<file path="src/rtl/decode_unit.sv">
// Instruction decoder: turns one 16-bit instruction word per strobe into
// registered control signals for the register file, ALU and PC unit.
module decode_unit (
   input  logic        cpu_clk,
   input  logic        cpu_rst,
   input  logic [15:0] ins,
   input  logic        ins_en,
   input  logic [15:0] ext,
   output logic        imm_en,
   output logic [4:0]  arg_imm,
   output logic        read_a,
   output logic [3:0]  arg_a,
   output logic        read_b,
   output logic [3:0]  src_b,
   output logic        set_pc,
   output logic        add_pc,
   output logic        inc_pc,
   output logic [1:0]  pc_src,
   output logic [2:0]  cmp_b,
   output logic [2:0]  out_regs,
   output logic        alu_en,
   output logic        sh_off_imm,
   output logic [3:0]  truth_table,
   output logic [4:0]  alu_op
);

   typedef enum logic [3:0] {
      OP_NOP       = 4'h0,
      OP_ALU_RR    = 4'h1,
      OP_ALU_IMM   = 4'h2,
      OP_LOGIC     = 4'h3,
      OP_SHIFT_IMM = 4'h4,
      OP_SHIFT_REG = 4'h5,
      OP_CMP       = 4'h6,
      OP_BRANCH    = 4'h7,
      OP_JUMP      = 4'h8
   } opcode_e;

   typedef struct packed {
      logic       imm_en;
      logic [4:0] arg_imm;
      logic       read_a;
      logic [3:0] arg_a;
      logic       read_b;
      logic [3:0] src_b;
      logic       set_pc;
      logic       add_pc;
      logic       inc_pc;
      logic [1:0] pc_src;
      logic [2:0] cmp_b;
      logic [2:0] out_regs;
      logic       alu_en;
      logic       sh_off_imm;
      logic [3:0] truth_table;
      logic [4:0] alu_op;
   } ctrl_t;

   logic [3:0] w_opcode;
   logic [3:0] w_reg_a;
   logic [3:0] w_reg_b;
   logic       w_unused;
   ctrl_t      w_ctrl;
   ctrl_t      r_ctrl;

   assign w_opcode = ins[15:12];
   assign w_reg_a  = ins[11:8];
   assign w_reg_b  = ins[7:4];
   // The extension word is consumed by the PC unit, not here.
   assign w_unused = ^ext;

   always_comb begin
      // NOTE: every field gets a default before the case so no latch is inferred.
      w_ctrl        = '0;
      w_ctrl.inc_pc = 1'b1;
      case (w_opcode)
         OP_ALU_RR: begin
            w_ctrl.read_a   = 1'b1;
            w_ctrl.arg_a    = w_reg_a;
            w_ctrl.read_b   = 1'b1;
            w_ctrl.src_b    = w_reg_b;
            w_ctrl.alu_en   = 1'b1;
            w_ctrl.alu_op   = {1'b0, ins[3:0]};
            w_ctrl.out_regs = 3'b011;
         end
         OP_ALU_IMM: begin
            w_ctrl.read_a   = 1'b1;
            w_ctrl.arg_a    = w_reg_a;
            w_ctrl.imm_en   = 1'b1;
            w_ctrl.arg_imm  = ins[4:0];
            w_ctrl.alu_en   = 1'b1;
            w_ctrl.alu_op   = {2'b00, ins[7:5]};
            w_ctrl.out_regs = 3'b011;
         end
         OP_LOGIC: begin
            w_ctrl.read_a      = 1'b1;
            w_ctrl.arg_a       = w_reg_a;
            w_ctrl.read_b      = 1'b1;
            w_ctrl.src_b       = w_reg_b;
            w_ctrl.alu_en      = 1'b1;
            w_ctrl.alu_op      = 5'h10;
            w_ctrl.truth_table = ins[3:0];
            w_ctrl.out_regs    = 3'b011;
         end
         OP_SHIFT_IMM: begin
            w_ctrl.read_a     = 1'b1;
            w_ctrl.arg_a      = w_reg_a;
            w_ctrl.imm_en     = 1'b1;
            w_ctrl.sh_off_imm = 1'b1;
            w_ctrl.arg_imm    = ins[4:0];
            w_ctrl.alu_en     = 1'b1;
            w_ctrl.alu_op     = 5'h14 + {3'b000, ins[7:6]};
            w_ctrl.out_regs   = 3'b011;
         end
         OP_SHIFT_REG: begin
            w_ctrl.read_a   = 1'b1;
            w_ctrl.arg_a    = w_reg_a;
            w_ctrl.read_b   = 1'b1;
            w_ctrl.src_b    = w_reg_b;
            w_ctrl.alu_en   = 1'b1;
            w_ctrl.alu_op   = 5'h14 + {3'b000, ins[1:0]};
            w_ctrl.out_regs = 3'b011;
         end
         OP_CMP: begin
            w_ctrl.read_a   = 1'b1;
            w_ctrl.arg_a    = w_reg_a;
            w_ctrl.read_b   = 1'b1;
            w_ctrl.src_b    = w_reg_b;
            w_ctrl.alu_en   = 1'b1;
            w_ctrl.alu_op   = 5'h18;
            w_ctrl.out_regs = 3'b010;
         end
         OP_BRANCH: begin
            // PC+1 on a false condition is applied by the PC unit itself.
            w_ctrl.inc_pc  = 1'b0;
            w_ctrl.add_pc  = 1'b1;
            w_ctrl.pc_src  = 2'd3;
            w_ctrl.cmp_b   = ins[11:9];
            w_ctrl.imm_en  = 1'b1;
            w_ctrl.arg_imm = ins[4:0];
         end
         OP_JUMP: begin
            w_ctrl.inc_pc   = 1'b0;
            w_ctrl.set_pc   = 1'b1;
            w_ctrl.out_regs = {ins[2], 2'b00};
            if (ins[1]) begin
               w_ctrl.read_a = 1'b1;
               w_ctrl.arg_a  = w_reg_a;
               w_ctrl.pc_src = 2'd2;
            end else begin
               w_ctrl.pc_src = 2'd1;
            end
         end
         default: ;
      endcase
   end

   // A bubble (ins_en=0) clears everything, inc_pc included.
   always_ff @(posedge cpu_clk) begin
      // NOTE: sequential state uses non-blocking assignments only.
      if (cpu_rst)     r_ctrl <= '0;
      else if (ins_en) r_ctrl <= w_ctrl;
      else             r_ctrl <= '0;
   end

   assign imm_en      = r_ctrl.imm_en;
   assign arg_imm     = r_ctrl.arg_imm;
   assign read_a      = r_ctrl.read_a;
   assign arg_a       = r_ctrl.arg_a;
   assign read_b      = r_ctrl.read_b;
   assign src_b       = r_ctrl.src_b;
   assign set_pc      = r_ctrl.set_pc;
   assign add_pc      = r_ctrl.add_pc;
   assign inc_pc      = r_ctrl.inc_pc;
   assign pc_src      = r_ctrl.pc_src;
   assign cmp_b       = r_ctrl.cmp_b;
   assign out_regs    = r_ctrl.out_regs;
   assign alu_en      = r_ctrl.alu_en;
   assign sh_off_imm  = r_ctrl.sh_off_imm;
   assign truth_table = r_ctrl.truth_table;
   assign alu_op      = r_ctrl.alu_op;

endmodule

</file>
<file path="config.mk">
export PLATFORM = sky130hd
export DESIGN_NAME = decode_unit
export DESIGN_NICKNAME = d
export VERILOG_FILES = /design/src/rtl/decode_unit.sv
export SDC_FILE = /design/constraint.sdc
export NUM_CORES = 1
export LEC_CHECK = 0
export BUFFER_PORTS_ARGS = -buffer_cell sky130_fd_sc_hd__buf_4
export CAP_MARGIN = 20
export CORE_MARGIN = 3
export CORE_UTILIZATION = 44
export CTS_BUF_LIST = sky130_fd_sc_hd__clkbuf_4
export DETAILED_ROUTE_END_ITERATION = 8
export PLACE_DENSITY = 0.79
export SYNTH_ARGS = -nofsm -noshare
export SYNTH_HDL_FRONTEND = slang
export SYNTH_SLANG_ARGS = --single-unit
</file>
<file path="constraint.sdc">
create_clock -name cpu_clk -period 1.2 [get_ports cpu_clk]
set_input_delay 0 -clock cpu_clk [delete_from_list [all_inputs] [get_ports cpu_clk]]
set_output_delay 0 -clock cpu_clk [all_outputs]
set_load 0.02 [all_outputs]
</file>
======== After elaboration in Yosys (flattened, before gate mapping) ========
Cells that the tools add are included.
operators by class
  equal/unequal tests ..................... 8
  add/subtract/negate cells ............... 2
  bitwise logic cells ..................... 5
  multiplexer cells ....................... 12
  reductions and logical operators ........ 9
operators by type and width
  kind                 number
  $pmux 5 s6           1
  $eq 4x3->1 const B   4
  $reduce_or 3->1      5
  $add 5x2->5 const A  2
  $mux 5               2
  $pmux 5 s2           1
  $pmux 3 s3           1
  $eq 4x2->1 const B   2
  $mux 6               1
  $pmux 3 s2           1
  $reduce_or 6->1      1
  $not 1->1            5
  $reduce_or 5->1      1
  $eq 4x1->1 const B   1
  $eq 4x4->1 const B   1
  $mux 1               4
  $reduce_or 4->1      1
  $mux 2               1
  $reduce_or 2->1      1
word-level totals
  input port bits ......................... 35
  word-level logic and storage cells ...... 52
  register bits after elaboration ......... 38

======== Depth between registers and ports, before layout ========
  depth in word-level cells ............... 4
  depth in mapped cells ................... 4
  depth with buffers taken out ............ 3

======== Least setup slack after synthesis ========
Ideal clock, no wire load.
  path kind ............................... input -> register
  start point ............................. in ins[13]
  end point ............................... reg r_ctrl, in the netlist arg_a[0]
  data required time ...................... 1.130 ns
  path buffers ............................ 0
  cell stages on the path ................. 3
  setup slack ............................. 0.071 ns
  arrival ................................. 1.059 ns
  path through ............................ or4b_4 -> or3_4 -> a21boi_1
between the ends
  longest elaborated chain between the ends .. 3
ends and longest elaborated chain
  item                                      line  RTL
  start: declaration                        6     input logic [15:0] ins,
  $eq 4x3->1, or another cell as far along  75    case (w_opcode)
  $reduce_or 6->1 (no source line)          -
  $pmux 5 s2 (*)                            75
  end signal: assignment                    161   else if (ins_en) r_ctrl <= w_ctrl;
  end: declaration                          63    ctrl_t r_ctrl;
Mark *: on every way between the ends. The rest lies on a longest branch, timed or not.
A chain may end at the register's enable or synchronous reset.

======== Worst setup path in the final report ========
  start point ............................. in ins[15]
  end point ............................... reg r_ctrl, in the netlist truth_table[3]
between the ends
  longest elaborated chain between the ends .. 3
ends and longest elaborated chain
  item                              line
  $eq 4x2->1                        75
  $not 1->1 (no source line)        -
  $reduce_or 3->1 (no source line)  -
Every way passes these cells.

==> impl_metrics.env <==
export IMPL_clock_path_buffers=2
export IMPL_wire_per_inst_microns=15.0
export IMPL_slowest_stage="dlygate4sd3_1"
export IMPL_cts_clk_slew_worst_paths_ns=0.11
export IMPL_routed_via_count=1123
export IMPL_whs_path_depth=3
export IMPL_crit_type="in -> reg"
export IMPL_root_buffer="clkbuf_4"
export IMPL_hold_end="out_regs[0]"
export IMPL_synthAdderAreaFrac_pct=0
export IMPL_synth_area_leader_cell="dfxtp_1"
export IMPL_cp_arrival_ns=1.37
export IMPL_die_width_microns=58.8
export IMPL_core_sq_mm=0.00257
export IMPL_outcome="completed"
export IMPL_fp_dieArea_sq_mm=0.00346
export IMPL_cts_made_buffers=5
export IMPL_drt_total_wl_mm=3.38
export IMPL_grt_pass1_wl_mm=5.46
export IMPL_power_density_mw_per_mm2=1250
export IMPL_ys_ff_latch=38
export IMPL_synth_area_leaders="dfxtp_1 62%, and2_1 6.1%, and2_2 3.1%"
export IMPL_overflow=0
export IMPL_layout_cells_most_common="buf_4"
export IMPL_synth_top_family_by_area="simple AND/OR/NAND/NOR gates"
export IMPL_via_per_inst=4.97
export IMPL_post_route_period_util_pct=89.4
export IMPL_p_seq_share_pct=52.3
export IMPL_antenna_found_initial=0
export IMPL_synth_xor_area_share_pct=1.43
export IMPL_worst_path_max_fanout=4
export IMPL_setup_viol=0
export IMPL_fin_crit_ns=1.07
export IMPL_power_share_switching_pct=22.0
export IMPL_comb_power_share_pct=11.7
export IMPL_synth_simple_area_share_pct=23.3
export IMPL_cts_tree="done"
export IMPL_dr_pass1_iters=4
export IMPL_critPathCaptureType="register"
export IMPL_place_inst=204
export IMPL_fin_ws_ns=0.127
export IMPL_synth_net_count=145
export IMPL_hold_viol_final=0
export IMPL_maxCapViolCount=0
export IMPL_drt_iter0_drc=25
export IMPL_slowest_delay_ns=0.55
export IMPL_ant_nets=0
export IMPL_dp_hpwl_mm=2.31
export IMPL_rsz0062_at_grt="false"
export IMPL_min_from="ins[13]"
export IMPL_p_sw_uw=545
export IMPL_synth_cells=110
export IMPL_hold_class="in -> reg"
export IMPL_synthesis_area_sq_mm=0.00123
export IMPL_drive_gt1_share_pct=43.9
export IMPL_p_int_uw=1930
export IMPL_post_cts_resized=0
export IMPL_clkPwrFrac_pct=36.1
export IMPL_relSlewSlack_pct=71.5
export IMPL_diodes=0
export IMPL_maxSlewViolCount=0
export IMPL_grt_max_degree=15
export IMPL_synth_mux_area_share_pct=0
export IMPL_avgSynthCellArea_sq_um=11.1
export IMPL_h_tree_depth=2
export IMPL_grt_usage_pct=21.5
export IMPL_start_util_pct=47.8
export IMPL_path_cells="buf_4, dlygate4sd3_1, buf_4, nor4_1, buf_4, and2_1"
export IMPL_p_leak_uw=0.000963
export IMPL_die_y_microns=58.8
export IMPL_holdWs_ns=0.0109
export IMPL_critPathLaunchType="input port"
export IMPL_utilization_pct=77.1
export IMPL_remaining_drc_errors=0
export IMPL_synth_compound_area_share_pct=10.3
export IMPL_grt_pass1_vias=1165
export IMPL_area_growth_pct=61.5
export IMPL_io_buffer_count=56
export IMPL_synth_top_area_share_pct=62.0
export IMPL_pin_count=73
export IMPL_fmax_mhz=932
export IMPL_n_fill_cell=170
export IMPL_seq_area_sq_um=761
export IMPL_cpMostUsedCell="buf_4"
export IMPL_peakVddDrop_uv=1190
export IMPL_nets=230
export IMPL_pre_cts_slack_ns=-0.129
export IMPL_rows=18
export IMPL_stdcell_count=226
export IMPL_clock_sinks=38
export IMPL_multiInputGateArea_sq_um=429
export IMPL_yosysWarnings=0
export IMPL_worst_pin_slew_ns=0.428
export IMPL_mostFrequentLayoutCells="66 x buf_4, 38 x dfxtp_1, 14 x dlygate4sd3_1"
export IMPL_yosysUniqueCellTypes=31
export IMPL_gp_congestion=0.744
export IMPL_synth_seq_area_share_pct=62.0
export IMPL_critPathRequiredTime_ns=1.49
[cell type report]
cell class / count / share of cell area (%)
Inverter: 4 / 0.758
Sequential cell: 38 / 38.4
Clock buffer: 7 / 2.65
Tap cell: 30 / 1.90
Multi-Input combinational cell: 65 / 21.7
Clock inverter: 1 / 1.52
Timing Repair Buffer: 81 / 33.1
[Yosys cell counts]
master and number:
and2_1 12, dfxtp_1 38, or4b_4 1, nor4_1 1
or3_1 1, nand3_1 3, clkbuf_8 1, nor3_1 1
nor3b_1 2, a21o_1 2, nand3b_1 1, nand2_1 5
a32oi_1 2, a2bb2oi_1 1, or3_4 1, and2_2 5
clkbuf_1 2, inv_1 4, a21bo_2 1, or2b_2 1
or4bb_2 1, a21boi_1 4, nor2b_1 1, a21oi_1 6
xnor2_1 1, o22ai_1 1, nor2_1 6, or2b_1 2
or3b_2 1, a311oi_1 1, xor2_1 1
[power by group through the flow]
stage | sequential [uW] | clock, uW | combinational [uW]
floorplan | 1350 | 0 | 76.7
global placement | 1320 | 0 | 237
detailed placement | 1320 | 0 | 245
CTS | 1290 | 897 | 283
global route | 1300 | 963 | 308
finish | 1290 | 891 | 288
[state kept, by name, summed over array words and instances (netlist names)]
register and flops:
alu_op 5, cmp_b 3, out_regs 3, inc_pc 1, sh_off_imm 1, src_b 4
arg_imm 5, imm_en 1, alu_en 1, read_b 1, add_pc 1, pc_src 2
set_pc 1, truth_table 4, arg_a 4, read_a 1
[logic make-up after synthesis]
group	Yosys count
flip-flops	38
XOR/XNOR	2
buffers and inverters	7
AO/OA/AOI/OAI	18
AND/OR/NAND/NOR	45
[worst max path at each step]
stage,startpoint,end,depth (start not counted)
after global routing,ins[15],truth_table[2],6
after detailed placement,cpu_rst,src_b[1],5
after floorplan,ins[13],arg_a[0],3
after CTS,ins[15],truth_table[3],6
after global placement,ins[13],arg_imm[2],6
final,ins[15],truth_table[3],6
[stage by stage]
step | instance area [sq um] | TNS [ns] | total power, uW
detailed placement | 1760 | -1.30 | 1570
CTS | 1980 | 0 | 2470
finish | 1980 | 0 | 2470
global placement | 1760 | -0.632 | 1560
global route | 1980 | 0 | 2570
floorplan | 1230 | 0 | 1430
[timing repair]
| item | 4_1_cts | 5_1_grt |
|---|---|---|
| buffers inserted | 0 | 0 |
| endpoints found under the hold margin | 29 | 0 |
| hold buffers | 14 | 0 |
[critical path: cells and delay by family]
kind          cells  cell delay (ns)
buf+inv           4             0.97
simple gates      2             0.38
[metal layers]
layer | track usage [%] | vias up | part of all wire (%)
met3 | 6.58 | 8 | 7.5
met4 | 8.41 | 0 | 2.4
met2 | 38.6 | 46 | 54
met1 | 23.3 | 534 | 36
li1 | - | 535 | -
met5 | 0 | - | 0
(Power assumes the default switching activity.)
